[src/rtl/sift_sector_pkg.sv]
// Shared types and sizing helpers for the SIFT sector controller.
// Holds the FSM state encoding and the beat-count constant functions.
package sift_sector_pkg;

  typedef enum logic [2:0] {
    ST_IDLE,
    ST_LOAD,
    ST_RUN,
    ST_SETTLE,
    ST_DRAIN,
    ST_DONE
  } state_e;

  // 32-bit words needed to hold one IFP_LINE x IFP_LINE bit-plane
  function automatic int calc_wpr(input int ifp_line);
    return (ifp_line * ifp_line - 1) / 32 + 1;
  endfunction

  function automatic int calc_n_in(input int sector_line, input int data_size, input int wpr);
    return sector_line * sector_line * data_size * wpr;
  endfunction

  // The core returns ten fewer bit-planes per sector than it was loaded with
  function automatic int calc_n_out(input int sector_line, input int data_size, input int wpr);
    return sector_line * sector_line * (data_size - 10) * wpr;
  endfunction

  function automatic int cnt_width(input int limit);
    return (limit > 1) ? $clog2(limit) : 1;
  endfunction

endpackage

[src/rtl/sift_beat_counter.sv]
// Accepted-beat counter that wraps to zero after beat LIMIT-1.
// last flags the final beat of a transfer.
module sift_beat_counter
  import sift_sector_pkg::*;
#(
  parameter int LIMIT = 342
) (
  input  logic                        clk,
  input  logic                        rst,
  input  logic                        clr,
  input  logic                        inc,
  output logic [cnt_width(LIMIT)-1:0] count,
  output logic                        last
);

  localparam int CW = cnt_width(LIMIT);

  logic [CW-1:0] count_q, count_d;

  assign last  = (count_q == CW'(LIMIT - 1));
  assign count = count_q;

  always_comb begin
    count_d = count_q;
    if (clr) begin
      count_d = '0;
    end else if (inc) begin
      count_d = last ? '0 : count_q + 1'b1;
    end
  end

  always_ff @(posedge clk or posedge rst) begin
    if (rst) begin
      count_q <= '0;
    end else begin
      count_q <= count_d;
    end
  end

endmodule

[src/rtl/axi_sift_sector_ctrl.sv]
// Sequences one SIFT sector job: load the core, wait for its run, drain results.
// Define SIFT_CTRL_TIMEOUT_EN to add a RUN-state watchdog (parameter TIMEOUT_CYCLES).
module axi_sift_sector_ctrl
   import sift_sector_pkg::*;
#(
   parameter int IFP_LINE      = 3,
   parameter int SECTOR_LINE   = 3,
   parameter int DATA_SIZE     = 38,
   parameter int SETTLE_CYCLES = 3
`ifdef SIFT_CTRL_TIMEOUT_EN
   ,
   parameter int TIMEOUT_CYCLES = 65536
`endif
) (
   input  logic        axis_clk_i,
   input  logic        axis_rst_i,
   input  logic        start_i,
   input  logic        type_i,
   input  logic        abort_i,
   output logic        busy_o,
   output logic        done_o,
   output logic        err_o,
   output logic        type_reg_o,
   input  logic        s_axis_tvalid_i,
   output logic        s_axis_tready_o,
   input  logic [31:0] s_axis_tdata_i,
   input  logic        s_axis_tlast_i,
   output logic        core_s_tvalid_o,
   input  logic        core_s_tready_i,
   output logic [31:0] core_s_tdata_o,
   output logic        core_s_tlast_o,
   input  logic        run_end_i,
   input  logic        core_m_tvalid_i,
   output logic        core_m_tready_o,
   input  logic [31:0] core_m_tdata_i,
   output logic        m_axis_tvalid_o,
   input  logic        m_axis_tready_i,
   output logic [31:0] m_axis_tdata_o,
   output logic        m_axis_tlast_o
);

   localparam int WPR   = calc_wpr(IFP_LINE);
   localparam int N_IN  = calc_n_in(SECTOR_LINE, DATA_SIZE, WPR);
   localparam int N_OUT = calc_n_out(SECTOR_LINE, DATA_SIZE, WPR);
   localparam int IN_W  = cnt_width(N_IN);
   localparam int OUT_W = cnt_width(N_OUT);
   localparam int SW    = cnt_width(SETTLE_CYCLES);

   state_e           stateQ, stateD;
   logic             typeQ, typeD;
   logic             errQ, errD;
   logic [SW-1:0]    settleQ, settleD;
   logic [IN_W-1:0]  inCount;
   logic [OUT_W-1:0] outCount;
   logic             inLast, outLast;
   logic             loadEn, drainEn, inFire, outFire, cntClr;
`ifdef SIFT_CTRL_TIMEOUT_EN
   logic [31:0]      wdogQ, wdogD;
`endif

   // Both streams are pure wires gated by state, so reset drops them instantly
   assign loadEn          = (stateQ == ST_LOAD);
   assign drainEn         = (stateQ == ST_DRAIN);
   assign core_s_tvalid_o = loadEn & s_axis_tvalid_i;
   assign core_s_tdata_o  = loadEn ? s_axis_tdata_i : '0;
   assign core_s_tlast_o  = loadEn & inLast;
   assign s_axis_tready_o = loadEn & core_s_tready_i;
   assign m_axis_tvalid_o = drainEn & core_m_tvalid_i;
   assign m_axis_tdata_o  = drainEn ? core_m_tdata_i : '0;
   assign m_axis_tlast_o  = drainEn & outLast;
   assign core_m_tready_o = drainEn & m_axis_tready_i;

   assign inFire  = core_s_tvalid_o & core_s_tready_i;
   assign outFire = m_axis_tvalid_o & m_axis_tready_i;
   assign cntClr  = abort_i | (stateQ == ST_IDLE);

   assign busy_o     = (stateQ != ST_IDLE);
   assign done_o     = (stateQ == ST_DONE);
   assign err_o      = errQ;
   assign type_reg_o = typeQ;

   sift_beat_counter #(.LIMIT(N_IN)) u_in_cnt (
      .clk   (axis_clk_i),
      .rst   (axis_rst_i),
      .clr   (cntClr),
      .inc   (inFire),
      .count (inCount),
      .last  (inLast)
   );

   sift_beat_counter #(.LIMIT(N_OUT)) u_out_cnt (
      .clk   (axis_clk_i),
      .rst   (axis_rst_i),
      .clr   (cntClr),
      .inc   (outFire),
      .count (outCount),
      .last  (outLast)
   );

   // Next-state logic: abort overrides everything, otherwise walk the job phases
   always_comb begin
      stateD  = stateQ;
      typeD   = typeQ;
      errD    = errQ;
      settleD = settleQ;
`ifdef SIFT_CTRL_TIMEOUT_EN
      wdogD   = wdogQ;
`endif
      if (abort_i) begin
         stateD = ST_IDLE;
      end else begin
         unique case (stateQ)
            ST_IDLE: begin
               if (start_i) begin
                  stateD = ST_LOAD;
                  typeD  = type_i;
                  errD   = 1'b0;
               end
            end
            ST_LOAD: begin
               if (inFire && s_axis_tlast_i && (inCount != IN_W'(N_IN - 1))) begin
                  errD = 1'b1;
               end
               if (inFire && inLast) begin
                  stateD = ST_RUN;
`ifdef SIFT_CTRL_TIMEOUT_EN
                  wdogD  = '0;
`endif
               end
            end
            ST_RUN: begin
               if (run_end_i) begin
                  stateD  = ST_SETTLE;
                  settleD = '0;
               end
`ifdef SIFT_CTRL_TIMEOUT_EN
               else if (wdogQ == 32'(TIMEOUT_CYCLES - 1)) begin
                  stateD = ST_IDLE;
                  errD   = 1'b1;
               end else begin
                  wdogD = wdogQ + 32'd1;
               end
`endif
            end
            ST_SETTLE: begin
               if (settleQ == SW'(SETTLE_CYCLES - 1)) begin
                  stateD = ST_DRAIN;
               end else begin
                  settleD = settleQ + 1'b1;
               end
            end
            ST_DRAIN: begin
               if (outFire && (outCount == OUT_W'(N_OUT - 1))) begin
                  stateD = ST_DONE;
               end
            end
            ST_DONE: stateD = ST_IDLE;
            default: stateD = ST_IDLE;
         endcase
      end
   end

   // State registers with asynchronous active-high reset back to IDLE
   always_ff @(posedge axis_clk_i or posedge axis_rst_i) begin
      if (axis_rst_i) begin
         stateQ  <= ST_IDLE;
         typeQ   <= 1'b0;
         errQ    <= 1'b0;
         settleQ <= '0;
`ifdef SIFT_CTRL_TIMEOUT_EN
         wdogQ   <= '0;
`endif
      end else begin
         stateQ  <= stateD;
         typeQ   <= typeD;
         errQ    <= errD;
         settleQ <= settleD;
`ifdef SIFT_CTRL_TIMEOUT_EN
         wdogQ   <= wdogD;
`endif
      end
   end

endmodule

[config.mk]
export PLATFORM = sky130hd
export DESIGN_NAME = axi_sift_sector_ctrl
export DESIGN_NICKNAME = d
export VERILOG_FILES = /design/src/rtl/sift_sector_pkg.sv /design/src/rtl/sift_beat_counter.sv /design/src/rtl/axi_sift_sector_ctrl.sv
export SDC_FILE = /design/constraint.sdc
export NUM_CORES = 1
export LEC_CHECK = 0
export BUFFER_PORTS_ARGS = -buffer_cell sky130_fd_sc_hd__buf_4
export CORE_ASPECT_RATIO = 0.5
export CORE_MARGIN = 1
export CORE_UTILIZATION = 40
export CTS_CLUSTER_DIAMETER = 80
export DETAILED_ROUTE_END_ITERATION = 16
export MAX_ROUTING_LAYER = met4
export PLACE_DENSITY_LB_ADDON = 0.05
export RECOVER_POWER = 50
export SYNTH_ARGS = -nofsm -noshare
export SYNTH_HDL_FRONTEND = slang
export SYNTH_SLANG_ARGS = --single-unit
[constraint.sdc]
create_clock -name axis_clk_i -period 2.85 [get_ports axis_clk_i]
set_input_delay 0.855 -clock axis_clk_i [delete_from_list [all_inputs] [get_ports axis_clk_i]]
set_output_delay 0.855 -clock axis_clk_i [all_outputs]
set_load 0.03 [all_outputs]
==> flow_summary.toml <==
[worst_setup_path]
crit_arrival_ps = 1770
crit_type = "reg -> out"
crit_start = "stateQ[0]"
r2r-end = "u_out_cnt.count[7]"
crit_end = "core_s_tdata_o[2]"
r2r_start = "stateQ[2]"
cp.required_ps = 2000
crit_path_start_kind = "register"
rrSetupSlack_ps = 840
worstRegToRegCells = 5
cp-end-kind = "primary output"
crit_fanout = 35

[cts]
cts_root_buffer = "clkbuf_8"
cts_setup_buffers = 0
cts_buffers = 3
clk_path_buf_depth = 2
ctsHoldBuffers = 0
post_cts_resized = 0
cts_tree = "done"
clock_latency_ps = 260
clkSlewWorstSetupHoldPaths_ps = 80
cts_max_level = 1
clock-sinks = 24

[sta]
finalHoldViolations = 0
period_minus_slack_ps = 2620
fin_crit_sh_pct = 92.0
fin_tns_setup_ps = 0
finClkSkew_ps = 3.52
worst_pin_slew_ps = 1340
rsz0062_at_grt = "no"
drv_slew = 0
setup_viol = 0
fmax_mhz = 381
relSlewSlack_pct = 10.7

[cells_and_area]
area_growth_syn_to_layout_pct = 60.1
multi_input_area_sq_um = 1250
design_area_sq_um = 3140
final_common_cell = "buf_4"
drive_above_1_share_pct = 41.9
final_util_pct = 68.9
nFillCells = 380
ff_latch_area_sq_um = 601
diodes = 0
final_cell_mix = "buf_4 (142), and2_1 (67), dfrtp_1 (24), nand2_1 (14), a31oi_1 (13)"
nets = 457

[synth]
synthXorXnorAreaFrac_pct = 0
yosys.area_share.simple_pct = 40.4
syn-num-nets = 311
yosysTopAreaCell = "dfrtp_1"
synth_area_leaders = "dfrtp_1 (31%), and2_1 (23%), a31oi_1 (4.2%), nand2_1 (2.7%), ha_1 (2.6%)"
synth_cells = 232
synth_top_area_share_pct = 30.7
synth_edf_count = 0
synth_mux_area_share_pct = 1.66
yosys_warnings = 0
synth_compound_area_share_pct = 20.0
postSynth.asyncResetShare_pct = 100
synth_top_family_by_area = "simple AND/OR/NAND/NOR gates"
synth-seq-area-share_pct = 30.7
synthFlopType = "dfrtp_1"
synthAdderAreaFrac_pct = 2.56
syn_area_sq_um = 1960
synth_cell_type_count = 53
ys_ff_latch = 24
syn_area_per_cell_sq_um = 8.44

[min_path]
min_path_cells = 1
hold_class = "reg -> reg"

[drt]
first_iter_violations = 84
drc_errors = 0
routedWlPerCell_um = 14.2
firstDrtPassIters = 4
wl_mm = 6.28
detail-route-antenna-nets = 0
via_count = 2265
vias_per_cell = 5.11

[placement]
gp_congestion = 0.909
dp_hpwl_mm = 5.06
place_area_sq_um = 3120
port_buffers = 148

[floorplanning]
ios = 149
fp-row-count = 17
die_x_um = 101
core-area_sq_um = 4550
die_area_sq_um = 5200
die_y_um = 51.5
initial_core_util_pct = 43.0

[pwr]
switchingPower_uw = 356
p_leak_uw = 0.00160
clock_power_share_pct = 22.4
power_density_nw_per_um2 = 325
p_int_uw = 664
combPwrFrac_pct = 42.1
p_sw_share_pct = 34.9
ir_drop_mv = 0.187
power_uw = 1020
pwr-share-seq_pct = 35.5

[grt]
grt_remaining_overflow = 0
antenna_found_initial = 0
grt_pass1_vias = 2095
grt_max_degree = 36
grt_pass1_wl_mm = 9.60
track_usage_pct = 25.0

[run_status]
status = "completed"

[run]
maxCapViolCount = 0
-- Yosys cell counts, types with 4 or more instances --
master / n
and2_1: 72
dfrtp_1: 24
nand2_1: 14
a31oi_1: 13
inv_1: 9
and3_1: 7
clkbuf_1: 7
nand3_1: 6
nor3_1: 6
o21ai_0: 6
nor2_1: 5
a22o_1: 4
a41oi_1: 4
ha_1: 4
-- registers in the layout, summed over array words and instances, names as in the netlist --
name	count
stateQ	3
err_o	1
u_in_cnt.count	9
type_reg_o	1
u_out_cnt.count	8
settleQ	2
-- logic make-up after synthesis --
group,after synthesis
AOI/OAI and AO/OA,53
adders and majority gates,4
buffers and inverters,20
DFF,24
muxes,3
and+or+nand+nor,128
-- power groups by stage --
stage | clock network (uW) | registers [uW] | logic, uW
floorplan | 0 | 373 | 238
global placement | 0 | 369 | 430
detailed placement | 0 | 370 | 439
CTS | 239 | 363 | 440
global route | 255 | 365 | 459
finish | 229 | 362 | 430
-- how the worst min path moves through the flow --
stage,from,to,slack (ps)
5_1_grt,u_in_cnt.count[8],u_in_cnt.count[8],520
3_5_place_dp,u_in_cnt.count[8],u_in_cnt.count[8],500
3_3_place_gp,u_in_cnt.count[8],u_in_cnt.count[8],480
2_1_floorplan,u_in_cnt.count[8],u_in_cnt.count[8],450
4_1_cts,u_in_cnt.count[8],u_in_cnt.count[8],510
6_report,u_in_cnt.count[8],u_in_cnt.count[8],510
-- worst max-delay path: stages (launching register included) --
cell and delay [ps]:
dfrtp_1 600, nor3b_4 280, buf_4 280, and2_1 170, buf_4 160
-- stage by stage --
stage	std cells	setup WS [ps]	hold slack, ps
3_3_place_gp	439	552	481
2_1_floorplan	232	546	446
5_1_grt	443	52.1	525
6_report	443	228	509
3_5_place_dp	439	486	496
4_1_cts	443	175	505
-- layer usage --
layer / track usage (%) / wire, um / vias up
met5: - / 0 / -
met4: 5.31 / 53 / 0
met3: 5.47 / 377 / 6
met2: 49.2 / 3490 / 94
met1: 26.1 / 2360 / 1040
li1: - / - / 1125
-- area by class of cell --
class                      count  share of cell area (%)
clock buffer                   4                    1.76
inverter                       9                    1.08
multi-input combinational    188                    40.0
sequential                    24                    19.2
tap                           66                    2.63
timing repair buffer         152                    35.4
Note: power is estimated with default switching activity, not from simulation.
